`src/rtl/gcd_pkg.sv`:
```
// Shared types for the GCD controller and its subtract/swap datapath.
package gcd_pkg;

  localparam int DATA_WIDTH_DEF = 8;

  typedef enum logic [1:0] {
    IDLE = 2'd0,
    CALC = 2'd1,
    DONE = 2'd2
  } gcd_state_e;

  typedef enum logic [1:0] {
    OP_HOLD = 2'd0,
    OP_LOAD = 2'd1,
    OP_SWAP = 2'd2,
    OP_SUB  = 2'd3
  } gcd_op_e;

endpackage

```
`src/rtl/gcd_dpath.sv`:
```
// Operand registers with swap/subtract step and the comparators the controller steers on.
module gcd_dpath
  import gcd_pkg::*;
#(
  parameter int DATA_WIDTH = DATA_WIDTH_DEF
) (
  input  logic                  clk_i,
  input  logic                  rst_i,
  input  gcd_op_e               i_op,
  input  logic [DATA_WIDTH-1:0] i_a_data,
  input  logic [DATA_WIDTH-1:0] i_b_data,
  input  logic                  i_load_a,
  input  logic                  i_load_b,
  output logic                  o_a_lt_b,
  output logic                  o_b_zero,
  output logic [DATA_WIDTH-1:0] o_result
);

  logic [DATA_WIDTH-1:0] r_a;
  logic [DATA_WIDTH-1:0] r_b;

  always_ff @(posedge clk_i or posedge rst_i) begin
    if (rst_i) begin
      r_a <= '0;
      r_b <= '0;
    end else begin
      case (i_op)
        OP_LOAD: begin
          // Each operand loads only on its own transfer; both may land together.
          if (i_load_a) r_a <= i_a_data;
          if (i_load_b) r_b <= i_b_data;
        end
        OP_SWAP: begin
          r_a <= r_b;
          r_b <= r_a;
        end
        OP_SUB:  r_a <= r_a - r_b;
        default: ;
      endcase
    end
  end

  assign o_a_lt_b = (r_a < r_b);
  assign o_b_zero = (r_b == '0);
  assign o_result = r_a;

endmodule

```
`src/rtl/gcd_ctrl.sv`:
```
// GCD controller: collects A and B in any order, iterates the datapath, holds Y until taken.
module gcd_ctrl
  import gcd_pkg::*;
#(
  parameter int DATA_WIDTH = DATA_WIDTH_DEF,
  parameter int CNT_WIDTH  = 8
) (
  input  logic                  clk_i,
  input  logic                  rst_i,
  input  logic                  a_en,
  output logic                  a_rdy,
  input  logic [DATA_WIDTH-1:0] a_data,
  input  logic                  b_en,
  output logic                  b_rdy,
  input  logic [DATA_WIDTH-1:0] b_data,
  input  logic                  y_en,
  output logic                  y_rdy,
  output logic [DATA_WIDTH-1:0] y_data,
  output logic                  busy,
  output logic [CNT_WIDTH-1:0]  cyc_cnt
);

  gcd_state_e            r_state;
  logic                  r_a_got;
  logic                  r_b_got;
  logic [DATA_WIDTH-1:0] r_y_data;
  logic [CNT_WIDTH-1:0]  r_cyc_cnt;

  logic                  w_a_xfer;
  logic                  w_b_xfer;
  logic                  w_a_lt_b;
  logic                  w_b_zero;
  logic [DATA_WIDTH-1:0] w_result;
  gcd_op_e               w_op;

  assign a_rdy    = (r_state == IDLE) && !r_a_got && !rst_i;
  assign b_rdy    = (r_state == IDLE) && !r_b_got && !rst_i;
  assign y_rdy    = (r_state == DONE);
  assign busy     = (r_state == CALC);
  assign y_data   = r_y_data;
  assign cyc_cnt  = r_cyc_cnt;
  assign w_a_xfer = a_en && a_rdy;
  assign w_b_xfer = b_en && b_rdy;

  always_comb begin
    w_op = OP_HOLD;
    if (r_state == IDLE && (w_a_xfer || w_b_xfer)) begin
      w_op = OP_LOAD;
    end else if (r_state == CALC) begin
      if (w_a_lt_b)       w_op = OP_SWAP;
      else if (!w_b_zero) w_op = OP_SUB;
    end
  end

  gcd_dpath #(.DATA_WIDTH(DATA_WIDTH)) u_dpath (
    .clk_i    (clk_i),
    .rst_i    (rst_i),
    .i_op     (w_op),
    .i_a_data (a_data),
    .i_b_data (b_data),
    .i_load_a (w_a_xfer),
    .i_load_b (w_b_xfer),
    .o_a_lt_b (w_a_lt_b),
    .o_b_zero (w_b_zero),
    .o_result (w_result)
  );

  always_ff @(posedge clk_i or posedge rst_i) begin
    if (rst_i) begin
      r_state   <= IDLE;
      r_a_got   <= 1'b0;
      r_b_got   <= 1'b0;
      r_y_data  <= '0;
      r_cyc_cnt <= '0;
    end else begin
      case (r_state)
        IDLE: begin
          if (w_a_xfer) r_a_got <= 1'b1;
          if (w_b_xfer) r_b_got <= 1'b1;
          if (r_a_got && r_b_got) begin
            r_state   <= CALC;
            r_cyc_cnt <= '0;
          end
        end
        CALC: begin
          // The terminating step counts too; saturate rather than wrap.
          if (r_cyc_cnt != '1) r_cyc_cnt <= r_cyc_cnt + CNT_WIDTH'(1);
          if (!w_a_lt_b && w_b_zero) begin
            r_y_data <= w_result;
            r_state  <= DONE;
          end
        end
        DONE: begin
          if (y_en) begin
            r_state <= IDLE;
            r_a_got <= 1'b0;
            r_b_got <= 1'b0;
          end
        end
        default: r_state <= IDLE;
      endcase
    end
  end

endmodule

```
`config.mk`:
```
export PLATFORM = sky130hd
export DESIGN_NAME = gcd_ctrl
export DESIGN_NICKNAME = d
export VERILOG_FILES = /design/src/rtl/gcd_pkg.sv /design/src/rtl/gcd_dpath.sv /design/src/rtl/gcd_ctrl.sv
export SDC_FILE = /design/constraint.sdc
export NUM_CORES = 1
export LEC_CHECK = 0
export ABC_CLOCK_PERIOD_IN_PS = 4100
export CAP_MARGIN = 20
export CORE_ASPECT_RATIO = 0.5
export CORE_MARGIN = 4
export CORE_UTILIZATION = 52
export CTS_BUF_LIST = sky130_fd_sc_hd__clkbuf_4
export CTS_CLUSTER_DIAMETER = 80
export DETAILED_ROUTE_END_ITERATION = 6
export PLACE_DENSITY = 0.83
export SLEW_MARGIN = 40
export SYNTH_ARGS = -nofsm -noshare
export SYNTH_HDL_FRONTEND = slang
export SYNTH_HIERARCHICAL = 1
export SYNTH_SLANG_ARGS = --single-unit
```
`constraint.sdc`:
```
create_clock -name clk_i -period 4.1 [get_ports clk_i]
set_clock_uncertainty 0.05 [all_clocks]
set_input_delay 0.615 -clock clk_i [delete_from_list [all_inputs] [get_ports clk_i]]
set_output_delay 0.615 -clock clk_i [all_outputs]
set_load 0.01 [all_outputs]
```
==> metrics.csv, run 1 <==
stage,metric,value,unit
grt,grt_pass1_wl,9440,µm
floorplan,core,4100,µm²
detailed_routing,antenna_left,0,
detailed_routing,wire_per_inst,16.7,µm
detailed_routing,wl,5570,µm
sta,tns,0,ns
final_layout,antenna_cells,0,
sta,max_slew_margin,57.4,%
synthesis,muxShareOfSynthArea,13.5,%
clock_network,numClockSinks,36,
grt,antenna_found_initial,0,
synthesis,netlist_area,2320,µm²
clock_network,cts_resized,0,
floorplan,fp.dieH,55.2,µm
synthesis,synth_warnings,6,
setup_path,worstSetupPathType,reg2reg,
floorplan,initial_core_util,56.5,%
final_layout,drive_gt1_share,14.7,%
sta,setup_viol,0,
synthesis,synth_edf_count,0,
sta,period_share,89.3,%
final_layout,register_area,901,µm²
synthesis,syn_avg_cell_area,9.79,µm²
synthesis,syn_inst,237,
synthesis,synth_top_family_by_area,compound AO/OA/AOI/OAI gates,
power,vdd_drop_max,0.000357,V
hold_path,min_path_type,reg2reg,
final_layout,final_cells,333,
synthesis,yosysMostFrequentCell,dfrtp_1,
setup_path,critical_path.endpoint_type,flop,
synthesis,synth_seq_area_share,38.8,%
clock_network,post_cts_buffers,0,
clock_network,clock_latency,0.34,ns
sta,drv_slew,0,
power,power_density,866,nW/µm²
clock_network,root_buffer,clkbuf_4,
floorplan,die_w,102,µm
setup_path,required,4.33,ns
placed_design,place_hpwl,4090,µm
synthesis,synthTopCellsByCount,"dfrtp_1, nand2_1, inv_1, o21ai_0, mux2_2",
grt,grt_max_degree,25,
detailed_routing,drt_iter0_drc,176,
setup_path,slowest_stage,and2_1,
detailed_routing,drc_errors,0,
detailed_routing,num_vias,1987,
setup_path,cp_data_arrival_time,3.89,ns
clock_network,hold_buffers,0,
setup_path,worst-path-max-fanout,15,
synthesis,yosys.area_share.simple,17.6,%
power,leakagePower,0.00134,µW
synthesis,yosysTopAreaCell,dfrtp_1,
setup_path,start_kind,flop,
synthesis,synth.top_cell.area_share,38.8,%
floorplan,die_area,5660,µm²
synthesis,synthArstFlopShare,100,%
sta,rsz0062_at_grt,false,
synthesis,synth.area.top_cells,"dfrtp_1, mux2_2, mux2i_1",
placed_design,portBuffers,40,
power,pwr-share-comb,62.0,%
placed_design,finalWeightedCongestion,0.874,
power,p_int,1390,µW
power,clkPwrFrac,10.1,%
sta,fmax,273,MHz
synthesis,ys.flop_type,dfrtp_1,
clock_network,cts_htree_levels,2,
job,drv_cap,0,
status,status,completed,
detailed_routing,drt_pass1_iterations,4,
sta,hold_viol,0,
final_layout,syn_to_final_growth,22.8,%
synthesis,synth-seq-cells,36,
power,seq_power_share,27.9,%
final_layout,nets,310,
placed_design,placedCellCount,325,
synthesis,synth_compound_area_share,17.7,%
synthesis,synth_fp_nets,269,
grt,overflow,0,
final_layout,multiInputGateArea,1320,µm²
power,switching_share,43.8,%
clock_network,numCtsBuffers,5,
power,p_switching,1080,µW
floorplan,rows,16,
setup_path,cpMostUsedCell,inv_1,
clock_network,cts_tree,built,
detailed_routing,vias_per_cell,5.97,
sta,worst_pin_slew,0.639,ns
power,power,2470,µW
synthesis,synth.distinct_cells,56,
setup_path,path_cells,"inv_1, ha_1, inv_1, fa_1, a211oi_1, o21bai_1, a2111oi_0, or3_1, nand2b_1, and2_1, nand2_1, nor3_1, o31a_1, a2111o_1",
grt,grt_usage,20.9,%
floorplan,io_pins,41,
clock_network,cts_buffer_depth,2,
clock_network,clkSlewWorstSetupHoldPaths,0.12,ns
setup_path,max_stage_delay,0.48,ns
grt,grt_pass1_vias,1892,
synthesis,synth_xor_area_share,1.51,%
synthesis,yosys.area_share.adder,6.26,%
final_layout,fillCellCount,324,
sta,period_minus_slack,3.66,ns
## power by group through the flow
stage	Combinational (µW)	Sequential [µW]	Clock, µW
after floorplan	1110	658	0
after global placement	1470	682	0
after detailed placement	1500	692	0
after CTS	1520	683	254
after global routing	1700	710	271
final	1530	687	249
## path summary, 6_finish.rpt
kind / from / to / slack, ns / cells past startpoint
max: u_dpath/o_result[0] / u_dpath/o_result[7] / 0.44 / 14
min: y_data[5] / y_data[5] / 0.48 / 1
max reg2reg: u_dpath/o_result[0] / u_dpath/o_result[7] / 0.44 / 14
min reg2reg: y_data[5] / y_data[5] / 0.48 / 1
max in group asynchronous: rst_i / u_dpath/r_b[5] / 2.88 / 2
min in group asynchronous: rst_i / y_data[3] / 0.61 / 2
## cell usage in the layout, fill, tap and decap left out, types with 5 or more instances in the layout
cell and n:
clkdlybuf4s50_1 40, nand2_1 22, ha_1 10, nor2_1 6
o21ai_0 17, dfrtp_1 36, mux2i_1 13, inv_1 16
a21oi_1 7, nand2b_1 5, nand3_1 6, nor3_1 7
clkbuf_4 5, nor2b_1 5, mux2_2 15
## flip-flops by register name (all words and copies together), names as in the netlist
name              cells
cyc_cnt               8
u_dpath/o_result      8
u_dpath/r_b           8
y_data                8
r_state               2
r_a_got               1
r_b_got               1
## layer usage
metal | vias to the layer above | track usage [%] | share of wire [%]
met2 | 79 | 31.6 | 44
met3 | 4 | 5.28 | 7.3
met4 | 0 | 4.49 | 0.75
li1 | 945 | - | -
met1 | 959 | 30.3 | 47
met5 | - | 0 | 0
## worst max-delay path: cells and delay by family, from the launching register on
kind / cells / cell delay, ns
AOI/OAI and AO/OA: 5 / 1.06
adders and majority gates: 2 / 0.57
buffers and inverters: 2 / 0.15
DFF: 1 / 0.42
and+or+nand+nor: 5 / 1.34
## stage by stage
stage                     area, µm²  setup slack, ns  utilization (%)  hold slack [ns]
after floorplan                2320            0.952                -            0.436
after global placement         2770            0.773             67.6            0.440
after detailed placement       2770            0.658             67.6            0.452
after CTS                      2850            0.529             69.4            0.479
after global routing           2850            0.140             69.4            0.504
final                          2850            0.439             69.4            0.477
## cells by family after synthesis
| kind of cell | count (synthesis) |
|---|---|
| flip-flops | 36 |
| AND/OR/NAND/NOR | 74 |
| multiplexers | 29 |
| AO/OA/AOI/OAI | 57 |
| XOR/XNOR | 4 |
| adder cells (fa/ha/maj) | 11 |
| buffers and inverters | 26 |
## layout make-up
| cell class | count | area share, % |
|---|---|---|
| Clock buffer | 5 | 1.32 |
| Sequential cell | 36 | 31.6 |
| Tap cell | 54 | 2.37 |
| Timing Repair Buffer | 42 | 14.6 |
| Clock inverter | 3 | 1.32 |
| Multi-Input combinational cell | 175 | 46.4 |
| Inverter | 18 | 2.37 |
Note: power is estimated with default switching activity, not from simulation.
==> run 2: changes to the inputs <==
CORE_MARGIN = unset   (was 4)
SKIP_CTS_REPAIR_TIMING = 1   (was unset)
==> run 2 against run 1 <==
  * Sequential power is 0.7% higher
  * Final area is 0.44% higher
  * Global-route usage grew 5.2 points
  * Clock power increased by 4%
  * Non-clock buffer count increased by 1
  * Sequential cell count did not move
  * Critical path depth is 1 higher
  * Setup slack gained 0.12 ns
  * Total power up 1.4%
  * Critical path type unchanged
  * Highest routed layer unchanged
==> metrics.csv, run 2 (synthesis gave the netlist of run 1 again) <==
stage,metric,value,unit
clock_network,cts_tree,built,
power,pwr-share-comb,62.0,%
grt,grt_pass1_vias,1866,
power,p_int,1400,µW
final_layout,syn_to_final_growth,23.3,%
power,seq_power_share,27.7,%
setup_path,critical_path.endpoint_type,flop,
grt,grt_max_degree,25,
floorplan,fp.dieH,49.2,µm
detailed_routing,drc_errors,0,
final_layout,layout_commonest_cell,clkdlybuf4s50_1,
sta,fmax,282,MHz
detailed_routing,drt_pass1_iterations,4,
detailed_routing,vias_per_cell,5.87,
clock_network,root_buffer,clkbuf_4,
clock_network,clkSlewWorstSetupHoldPaths,0.12,ns
floorplan,die_area,4750,µm²
detailed_routing,antenna_left,0,
clock_network,clock_latency,0.35,ns
final_layout,drive_gt1_share,15.7,%
sta,drv_slew,0,
placed_design,portBuffers,40,
job,drv_cap,0,
clock_network,numClockSinks,36,
grt,overflow,0,
floorplan,initial_core_util,56.8,%
power,vdd_drop_max,0.000394,V
floorplan,die_w,96.5,µm
detailed_routing,num_vias,1962,
power,switching_share,44.1,%
clock_network,cts_buffer_depth,2,
grt,grt_pass1_wl,9240,µm
floorplan,rows,16,
sta,tns,0,ns
clock_network,cts_htree_levels,2,
final_layout,nets,311,
detailed_routing,drt_iter0_drc,100,
setup_path,cp_data_arrival_time,3.79,ns
setup_path,worst-path-max-fanout,18,
grt,antenna_found_initial,0,
setup_path,required,4.35,ns
sta,max_slew_margin,52.8,%
floorplan,io_pins,41,
sta,hold_viol,0,
detailed_routing,wl,5640,µm
final_layout,antenna_cells,0,
placed_design,finalWeightedCongestion,0.949,
setup_path,start_kind,flop,
detailed_routing,wire_per_inst,16.9,µm
sta,period_share,86.4,%
power,p_switching,1100,µW
power,leakagePower,0.00135,µW
setup_path,worstSetupPathType,reg2reg,
power,clkPwrFrac,10.3,%
status,status,completed,
sta,timing.hold.ws,0.482,ns
floorplan,core,4080,µm²
placed_design,place_hpwl,4230,µm
power,power_density,874,nW/µm²
sta,worst_pin_slew,0.707,ns
clock_network,numCtsBuffers,5,
grt,grt_usage,26.1,%
hold_path,min_path_type,reg2reg,
sta,setup_viol,0,
sta,period_minus_slack,3.54,ns
final_layout,final_cell_mix,"clkdlybuf4s50_1, dfrtp_1, nand2_1",
sta,rsz0062_at_grt,false,
-- run 2: cell count changes in the layout (fill, tap and decap cells not counted) --
cell        previous run  this run
buf_4                  2         3
clkinv_1               2         0
clkinv_2               0         1
clkinvlp_4             0         1
-- run 2: area by class of cell --
class / instances / area, µm²
fill: 313 / 1220
sequential: 36 / 901
inverter: 18 / 67.6
clock buffer: 5 / 37.5
multi-input combinational: 175 / 1320
clock inverter: 3 / 42.5
timing repair buffer: 43 / 423
tap: 54 / 67.6
-- run 2: layer usage --
| metal | GRT usage, % | up-vias | share of wire [%] |
|---|---|---|---|
| met5 | 0 | - | 0 |
| met4 | 6.86 | 0 | 0.99 |
| met3 | 5.30 | 8 | 6.2 |
| met2 | 38.0 | 67 | 44 |
| met1 | 39.3 | 937 | 49 |
| li1 | - | 950 | - |
-- run 2: stage by stage --
stage,total power [µW],util [%],area [µm²],instances,worst slack [ns]
floorplan,1770,-,2320,237,0.952
global placement,2160,68.1,2780,326,0.840
detailed placement,2220,68.1,2780,326,0.620
CTS,2480,70.0,2860,334,0.618
global route,2700,70.0,2860,334,0.244
finish,2500,70.0,2860,334,0.559
-- run 2: worst paths after layout --
path                                      from                  end  slack (ns)  depth (start not counted)
setup / recovery           u_dpath/o_result[0]  u_dpath/o_result[7]        0.56                         15
hold / removal                       y_data[1]            y_data[1]        0.48                          1
hold reg to reg                      y_data[1]            y_data[1]        0.48                          1
min in group asynchronous                rst_i              r_a_got        0.60                          2
setup reg to reg           u_dpath/o_result[0]  u_dpath/o_result[7]        0.56                         15
max in group asynchronous                rst_i       u_dpath/r_b[1]        2.82                          2
-- run 2: power by group through the flow --
stage / Combinational, µW / Sequential, µW / Clock (µW)
floorplan: 1110 / 658 / 0
global placement: 1480 / 681 / 0
detailed placement: 1520 / 694 / 0
CTS: 1530 / 686 / 267
global route: 1700 / 715 / 279
finish: 1550 / 692 / 258
-- run 2: critical path: stages (launching register included) --
cell,delay [ns]
dfrtp_1,0.41
inv_1,0.12
ha_1,0.16
inv_1,0.05
fa_1,0.42
a211oi_1,0.23
o21bai_1,0.16
a2111oi_0,0.42
or3_1,0.20
nand2b_1,0.18
and2_1,0.18
buf_4,0.23
and2_1,0.25
nand2_1,0.07
nor4_1,0.20
a2111o_1,0.15
